**config.mk**
```make
export PLATFORM = sky130hd
export DESIGN_NAME = port_arbiter
export DESIGN_NICKNAME = d
export VERILOG_FILES = /design/src/rtl/port_arbiter.sv
export SDC_FILE = /design/constraint.sdc
export NUM_CORES = 1
export LEC_CHECK = 0
export CORE_MARGIN = 4
export CORE_UTILIZATION = 35
export DETAILED_ROUTE_END_ITERATION = 8
export GPL_ROUTABILITY_DRIVEN = 0
export GPL_TIMING_DRIVEN = 1
export PLACE_DENSITY_LB_ADDON = 0.1
export SLEW_MARGIN = 20
export SYNTH_ARGS = -nofsm -noshare
export SYNTH_HDL_FRONTEND = slang
export SYNTH_SLANG_ARGS = --single-unit
```
**constraint.sdc**
```tcl
create_clock -name iclk -period 2.6 [get_ports iclk]
set_input_delay 0.52 -clock iclk [delete_from_list [all_inputs] [get_ports iclk]]
set_output_delay 0.52 -clock iclk [all_outputs]
set_load 0.05 [all_outputs]
```
**src/rtl/port_arbiter.sv**
```systemverilog
// Round-robin arbiter granting one ingress port at a time write permission,
// then streaming that port's stored packet out as buffer read beats.
module port_arbiter #(
  parameter int unsigned pPORTS      = 4,
  parameter int unsigned pFIFO_WIDTH = 11,
  parameter int unsigned pADDR_WIDTH = 12,
  parameter int unsigned pDEPTH_RAM  = 3072,
  parameter int unsigned pTIMEOUT    = 255
) (
  input  logic                            iclk,
  input  logic                            i_rst,
  input  logic [pPORTS-1:0]               i_pkt_avail,
  input  logic [pPORTS-1:0]               i_request,
  input  logic [pPORTS*pFIFO_WIDTH-1:0]   i_length,
  input  logic [pPORTS*pADDR_WIDTH-1:0]   i_start_addr,
  input  logic                            i_out_ready,
  output logic [pPORTS-1:0]               o_permition,
  output logic                            o_rd_en,
  output logic [pADDR_WIDTH-1:0]          o_rd_addr,
  output logic [1:0]                      o_rd_port,
  output logic                            o_rd_last,
  output logic                            o_busy,
  output logic                            o_timeout
);

  localparam int unsigned PW = (pPORTS > 1) ? $clog2(pPORTS) : 1;
  localparam int unsigned TW = $clog2(pTIMEOUT + 1);

  typedef enum logic [1:0] {IDLE, GRANT, WAIT_REQ, READ} state_t;

  state_t                  state;
  logic [PW-1:0]           cur;
  logic [PW-1:0]           rr_ptr;
  logic [TW-1:0]           tcnt;
  logic [pFIFO_WIDTH-1:0]  cnt;

  logic [pFIFO_WIDTH-1:0]  len_arr  [pPORTS];
  logic [pADDR_WIDTH-1:0]  addr_arr [pPORTS];

  for (genvar g = 0; g < int'(pPORTS); g++) begin : g_unpack
    assign len_arr[g]  = i_length[g*pFIFO_WIDTH +: pFIFO_WIDTH];
    assign addr_arr[g] = i_start_addr[g*pADDR_WIDTH +: pADDR_WIDTH];
  end

  // First port with a stored packet, searching upward from rr_ptr with wrap
  logic [PW-1:0] sel_c;
  logic          any_c;
  always_comb begin
    int idx;
    idx   = 0;
    sel_c = rr_ptr;
    any_c = 1'b0;
    for (int i = 0; i < int'(pPORTS); i++) begin
      idx = int'(rr_ptr) + i;
      if (idx >= int'(pPORTS)) idx = idx - int'(pPORTS);
      if (!any_c && i_pkt_avail[PW'(idx)]) begin
        sel_c = PW'(idx);
        any_c = 1'b1;
      end
    end
  end

  logic [PW-1:0]          nxt_port_c;
  logic [pADDR_WIDTH-1:0] addr_inc_c;
  assign nxt_port_c = (cur == PW'(pPORTS - 1)) ? '0 : cur + 1'b1;
  assign addr_inc_c = (o_rd_addr == pADDR_WIDTH'(pDEPTH_RAM - 1)) ? '0 : o_rd_addr + 1'b1;

  always_ff @(posedge iclk or posedge i_rst) begin
    if (i_rst) begin
      state       <= IDLE;
      cur         <= '0;
      rr_ptr      <= '0;
      tcnt        <= '0;
      cnt         <= '0;
      o_permition <= '0;
      o_rd_en     <= 1'b0;
      o_rd_addr   <= '0;
      o_rd_port   <= '0;
      o_rd_last   <= 1'b0;
      o_busy      <= 1'b0;
      o_timeout   <= 1'b0;
    end else begin
      o_permition <= '0;
      o_timeout   <= 1'b0;
      case (state)
        IDLE: begin
          if (any_c) begin
            state       <= GRANT;
            cur         <= sel_c;
            o_rd_port   <= 2'(sel_c);
            o_permition <= pPORTS'(1) << sel_c;
            o_busy      <= 1'b1;
          end
        end
        GRANT: begin
          tcnt  <= '0;
          state <= WAIT_REQ;
        end
        WAIT_REQ: begin
          // A request on the terminal-count cycle wins over the timeout
          if (i_request[cur]) begin
            if (len_arr[cur] == '0) begin
              state  <= IDLE;
              o_busy <= 1'b0;
              rr_ptr <= nxt_port_c;
            end else begin
              state     <= READ;
              cnt       <= len_arr[cur];
              o_rd_addr <= addr_arr[cur];
              o_rd_en   <= 1'b1;
              o_rd_last <= (len_arr[cur] == pFIFO_WIDTH'(1));
            end
          end else if (tcnt == TW'(pTIMEOUT - 1)) begin
            state     <= IDLE;
            o_timeout <= 1'b1;
            o_busy    <= 1'b0;
            rr_ptr    <= nxt_port_c;
          end else begin
            tcnt <= tcnt + 1'b1;
          end
        end
        READ: begin
          if (i_out_ready) begin
            if (cnt == pFIFO_WIDTH'(1)) begin
              state     <= IDLE;
              o_rd_en   <= 1'b0;
              o_rd_last <= 1'b0;
              o_busy    <= 1'b0;
              rr_ptr    <= nxt_port_c;
            end else begin
              o_rd_addr <= addr_inc_c;
              cnt       <= cnt - 1'b1;
              o_rd_last <= (cnt == pFIFO_WIDTH'(2));
            end
          end
        end
        default: state <= IDLE;
      endcase
    end
  end

endmodule

```
; ---- Yosys cells after proc, flatten, opt, wreduce, memory -nomap -nowiden
; Cells that the tools add are included.
[word_totals]
ff_bits = 45
input_bits = 103
elab_cells = 152
[op_classes]
n_addsub = 11
order_cmp = 10
n_eq_ne = 19
shift = 1
n_mux = 80
bitwise_logic = 1
reduce_logical = 19
[op_table]
columns = op, count
row1 = $mux W12, 7
row2 = $mux W11, 6
row3 = $mux W2, 20
row4 = $mux W1, 28
row5 = $bmux W12 S2, 1
row6 = $pmux W12 S2, 1
row7 = $bmux W11 S2, 1
row8 = $eq A11 B1 Y1 const B, 2
row9 = $pmux W11 S2, 1
row10 = $lt A2 B4 Y1 const B, 4
row11 = $mux W8, 2
row12 = $ne A2 B2 Y1 const B, 8
row13 = $pmux W8 S2, 1
row14 = $reduce_and A5 Y1, 3
row15 = $add A12 B1 Y12 const B, 1
row16 = $eq A12 B12 Y1 const B, 1
row17 = $ge A3 B3 Y1 const B, 4
row18 = $eq A11 B2 Y1 const B, 1
row19 = $logic_not A11 Y1, 1
row20 = $sub A11 B1 Y11 const B, 1
row21 = $bmux W1 S2, 5
row22 = $add A8 B1 Y8 const B, 1
row23 = $eq A8 B8 Y1 const B, 1
row24 = $mux W4, 2
row25 = other kinds (24), 38

; ---- Depth between registers and ports, before layout
[logic_depth]
ltp_word = 18
ltp_mapped = 9

; ---- Worst setup path before layout
; OpenSTA, ideal clock, no wires.
[synth_timing]
kind = register to register
startpoint = reg cur[1]
endpoint = reg o_rd_addr[1]
setup_time_ns = 0.125
arrival_ns = 3.012
setup_slack_ns = -0.537
stages_incl_launch_ff = 9
n_path_buf = 3
period_less_slack_ns = 3.137
cell_sequence = dfrtp_1 clkbuf_1 clkbuf_1 mux4_1 or4_4 nor4_4 a211o_1 buf_2 mux2_2
[synth_via]
elab_chain_cells = 7
word_cells_on_any_way = 16
classes_between = eq/ne (2) / mux (11) / bitwise (1) / reduce/logical (2)
[synth_rtl]
columns = item, line_no
row1 = start: declaration, 32  ; logic [PW-1:0] cur;
row2 = start signal: assignment, 89  ; cur <= sel_c;
row3 = $not A2 Y3 (implied by the code), "102, 109"
row4 = $bmux W11 S2 or $bmux W12 S2 (tied branches), "102, 109"
row5 = $mux W11 (implied by the code) or $mux W12 (tied branches) (2 in a row), "102, 109"
row6 = $logic_not A11 Y1 or $mux W12 (tied branches), 102  ; if (len_arr[cur] == '0) begin
row7 = $ne A2 B2 Y1 (no source line) or $mux W12 (tied branches), n/a
row8 = $reduce_and A5 Y1 (no source line) or $pmux W12 S2 (tied branches), n/a
row9 = end signal: assignment, 109  ; o_rd_addr <= addr_arr[cur];
row10 = end signal: assignment, 131  ; o_rd_addr <= addr_inc_c;
row11 = end: declaration, 19  ; output logic [pADDR_WIDTH-1:0] o_rd_addr,
; Several ways; a longest one is shown, not always the timed one. The select of a mux whose other input is x is not followed.
; A chain may end at the register's enable or synchronous reset.

; ---- Worst setup path after layout
[layout_timing]
startpoint = in i_length[12]
endpoint = reg rr_ptr[1]
[layout_via]
elab_chain_cells = 6
[layout_rtl]
columns = item, line_no
row1 = start: declaration, 14  ; input logic [pPORTS*pFIFO_WIDTH-1:0] i_length,
row2 = $bmux W11 S2, 102
row3 = $mux W11 (implied by the code) (2 in a row), 102
row4 = $logic_not A11 Y1, 102
row5 = $ne A3 B3 Y1 (no source line), n/a
row6 = $reduce_and A5 Y1 (no source line), n/a
row7 = end signal: assignment, 105  ; rr_ptr <= nxt_port_c;
row8 = end signal: assignment, 117  ; rr_ptr <= nxt_port_c;
row9 = end signal: assignment, 129  ; rr_ptr <= nxt_port_c;
row10 = end: declaration, 33  ; logic [PW-1:0] rr_ptr;
; No other way between the ends. The select of a mux whose other input is x is not followed.

==> run metrics <==
clk buf depth=2; register area share after synthesis=34.25%; Area Overhead vs Synth=59.13%; count of cell types in the netlist=58; vias in the first global route=3370; vias per inst=5.440; CTS H-tree lvls=2; Yosys reg bits=45; worst r2r src=cur[0]$_DFFE_PP0P_; TritonRoute pass-1 iters=4; Synth area leader=dfrtp_1; Final Non-Filler Cells=611; Yosys top cell area share=34.25%; outcome=complete, but fails checks; max_cap viols=0; dpl cells=594; Clk pin slew, worst setup/hold paths=0.09 ns; diode count=0; Die W=104.9 um; Gate Count Post-Synth=344; Port Buffers=124; total CTS buffers=5; Slew headroom=60.34%; yosys warns=0; most frequent cells in the layout=clkdlybuf4s50_1, dfrtp_1, nor2_1, buf_4; Leak=2.055 nW; Mapped Nets=454; total grt overflow=0; CTS tree=done; final slew viol count=0; Avg WL per Cell=16.81 um; initial antenna violation count=0; syn avg cell area=9.559 um^2; Root Driver=clkbuf_8; Core Rows=35; commonest non-fill, non-tap cell in the layout=clkdlybuf4s50_1; hold_buf cts=0; final setup margin=-0.1557 ns; RSZ-0062 raised after global routing=true; first-pass GRT wire length=16270 um; Final Util=56.90%; Peak Freq=0.3629 GHz; Final Hold Viols=0; Setup violations, final=18; DIE AREA=11010 um^2; CP Launch Type=primary input; Nets=609; Final ANT Viol Nets=0; Total Routing Usage GR=18.26%; leading post-synthesis cells by cell area=dfrtp_1, mux4_2, o21ai_0; Async SR Flop Fraction=100.0%; number of remaining DRC errors=0; die height=104.9 um; clk sink count=45; IO Pins=125; main flop type after synthesis=dfrtp_1; routed via count=3324; worst vdd ir=0.0005549 V; post-DP HPWL=7923 um; worst-path fanout max=5; final WL=10270 um; crit end category=register; Worst Hold Class=reg -> reg; Synth Cell Area=3288 um^2; Filler cells=833; total power=6.145 mW; Worst Path Required=2.80 ns; Final Critical Period=2.756 ns; failing checks=setup timing; clk_skew=0.006487 ns; Worst Tran Pin Value=0.5948 ns; Iter 0 DRT Violations=95; CP startpoint=i_length[12]; Tcrit/Tclk final=106.0%; Hold Startpoint=tcnt[7]$_DFFE_PP0P_; starting density of the core=35.76%; share of cells above drive strength 1=23.80%; Setup CP Type=in -> reg; crit path DAT=2.96 ns; largest net degree at the start of global routing=46; Core Area=9196 um^2; Clock Latency Late Sink=0.31 ns; P per Cell Area=1174 nW/um^2; Post-synth EDFFs=0
-- flip-flops by register name, indices dropped and copies added (netlist names) --
signal / flops
o_rd_addr: 12
cnt: 11
tcnt: 8
o_permition: 4
cur: 2
rr_ptr: 2
state: 2
o_busy: 1
o_rd_en: 1
o_rd_last: 1
o_timeout: 1
-- power by group --
| part | internal (mW) | total (mW) | switching [mW] | leakage, nW |
|---|---|---|---|---|
| Combinational | 2.09 | 4.33 | 2.24 | 1.46 |
| Sequential | 0.970 | 1.36 | 0.388 | 0.556 |
| Clock | 0.191 | 0.457 | 0.266 | 0.0445 |
| Total | 3.25 | 6.14 | 2.89 | 2.06 |
-- cell usage after synthesis (3+ instances only) --
| master | instances |
|---|---|
| nand4_1 | 3 |
| inv_1 | 12 |
| o21a_1 | 3 |
| a31o_2 | 3 |
| a22oi_1 | 4 |
| mux4_1 | 4 |
| nor4_1 | 5 |
| nand2b_1 | 7 |
| clkbuf_1 | 13 |
| nand3_1 | 10 |
| mux4_2 | 20 |
| nand2_1 | 25 |
| a21oi_1 | 29 |
| o22ai_1 | 4 |
| buf_2 | 3 |
| o21ai_0 | 32 |
| nor3_1 | 11 |
| a31oi_1 | 4 |
| nor2b_1 | 8 |
| ha_1 | 7 |
| nor2_1 | 39 |
| dfrtp_1 | 45 |
| xor2_1 | 4 |
| mux2i_1 | 4 |
-- metrics by stage --
step	setup TNS, ns	instance area [um^2]	hold slack (ns)	worst slack [ns]
2_1_floorplan	-3.397	3311	0.4367	-0.2790
3_3_place_gp	-12.65	4873	0.4533	-0.5042
3_5_place_dp	-14.20	4873	0.4708	-0.5717
4_1_cts	-2.183	5010	0.4840	-0.1373
5_1_grt	-2.270	5233	0.5197	-0.1849
6_report	-0.7899	5233	0.4739	-0.1557
-- layout make-up --
type / instances / area [um^2] / share of cell area [%]
Clock inverter: 3 / 21.27 / 0.4065
Tap cell: 111 / 138.9 / 2.654
Timing Repair Buffer: 167 / 1673 / 31.97
Inverter: 12 / 45.04 / 0.8608
Clock buffer: 5 / 68.82 / 1.315
Multi-Input combinational cell: 268 / 2157 / 41.22
Sequential cell: 45 / 1129 / 21.57
-- layer usage --
metal	vias to the layer above	GRT usage (%)	share of wire [%]	routed length, um
met5	-	0	0	0
met4	0	4.499	1.0	106
met3	8	4.324	6.1	625
met2	96	31.58	50	5177
met1	1614	22.97	42	4362
li1	1606	-	-	-
-- worst max-delay path, cell delays in order --
cell             delay [ns]
clkdlybuf4s50_1        0.40
mux4_2                 0.47
or4_4                  0.57
nor4_4                 0.23
buf_6                  0.17
nand2b_4               0.06
a31o_4                 0.23
mux2_4                 0.30
-- timing repair --
item                       in CTS  in global routing
resized for setup               4                 53
setup buffers                   5                  3
gates cloned                    0                  2
setup endpoints to repair      31                 32
pin swaps                       1                 14
-- logic make-up (layout without fill, tap and decap cells) --
group / count (synthesis) / in the layout / synth area share (%)
fa+ha+maj: 7 / 7 / 2.664
flops: 45 / 45 / 34.25
buf+inv: 31 / 187 / 3.995
simple gates: 126 / 126 / 19.75
xor+xnor: 5 / 5 / 1.332
compound gates: 98 / 98 / 18.30
mux: 32 / 32 / 19.71
-- worst paths after layout --
path	to	slack, ns	depth (start not counted)
max in group asynchronous	cur[1]$_DFFE_PP0P_	1.51	3
worst max-delay path	rr_ptr[1]$_DFFE_PP0P_	-0.16	8
worst max register to register	rr_ptr[1]$_DFFE_PP0P_	-0.14	8
min in group asynchronous	o_rd_addr[11]$_DFFE_PP0P_	0.67	3
worst min-delay path	tcnt[7]$_DFFE_PP0P_	0.47	1
worst min register to register	tcnt[7]$_DFFE_PP0P_	0.47	1
(Power assumes the default switching activity.)
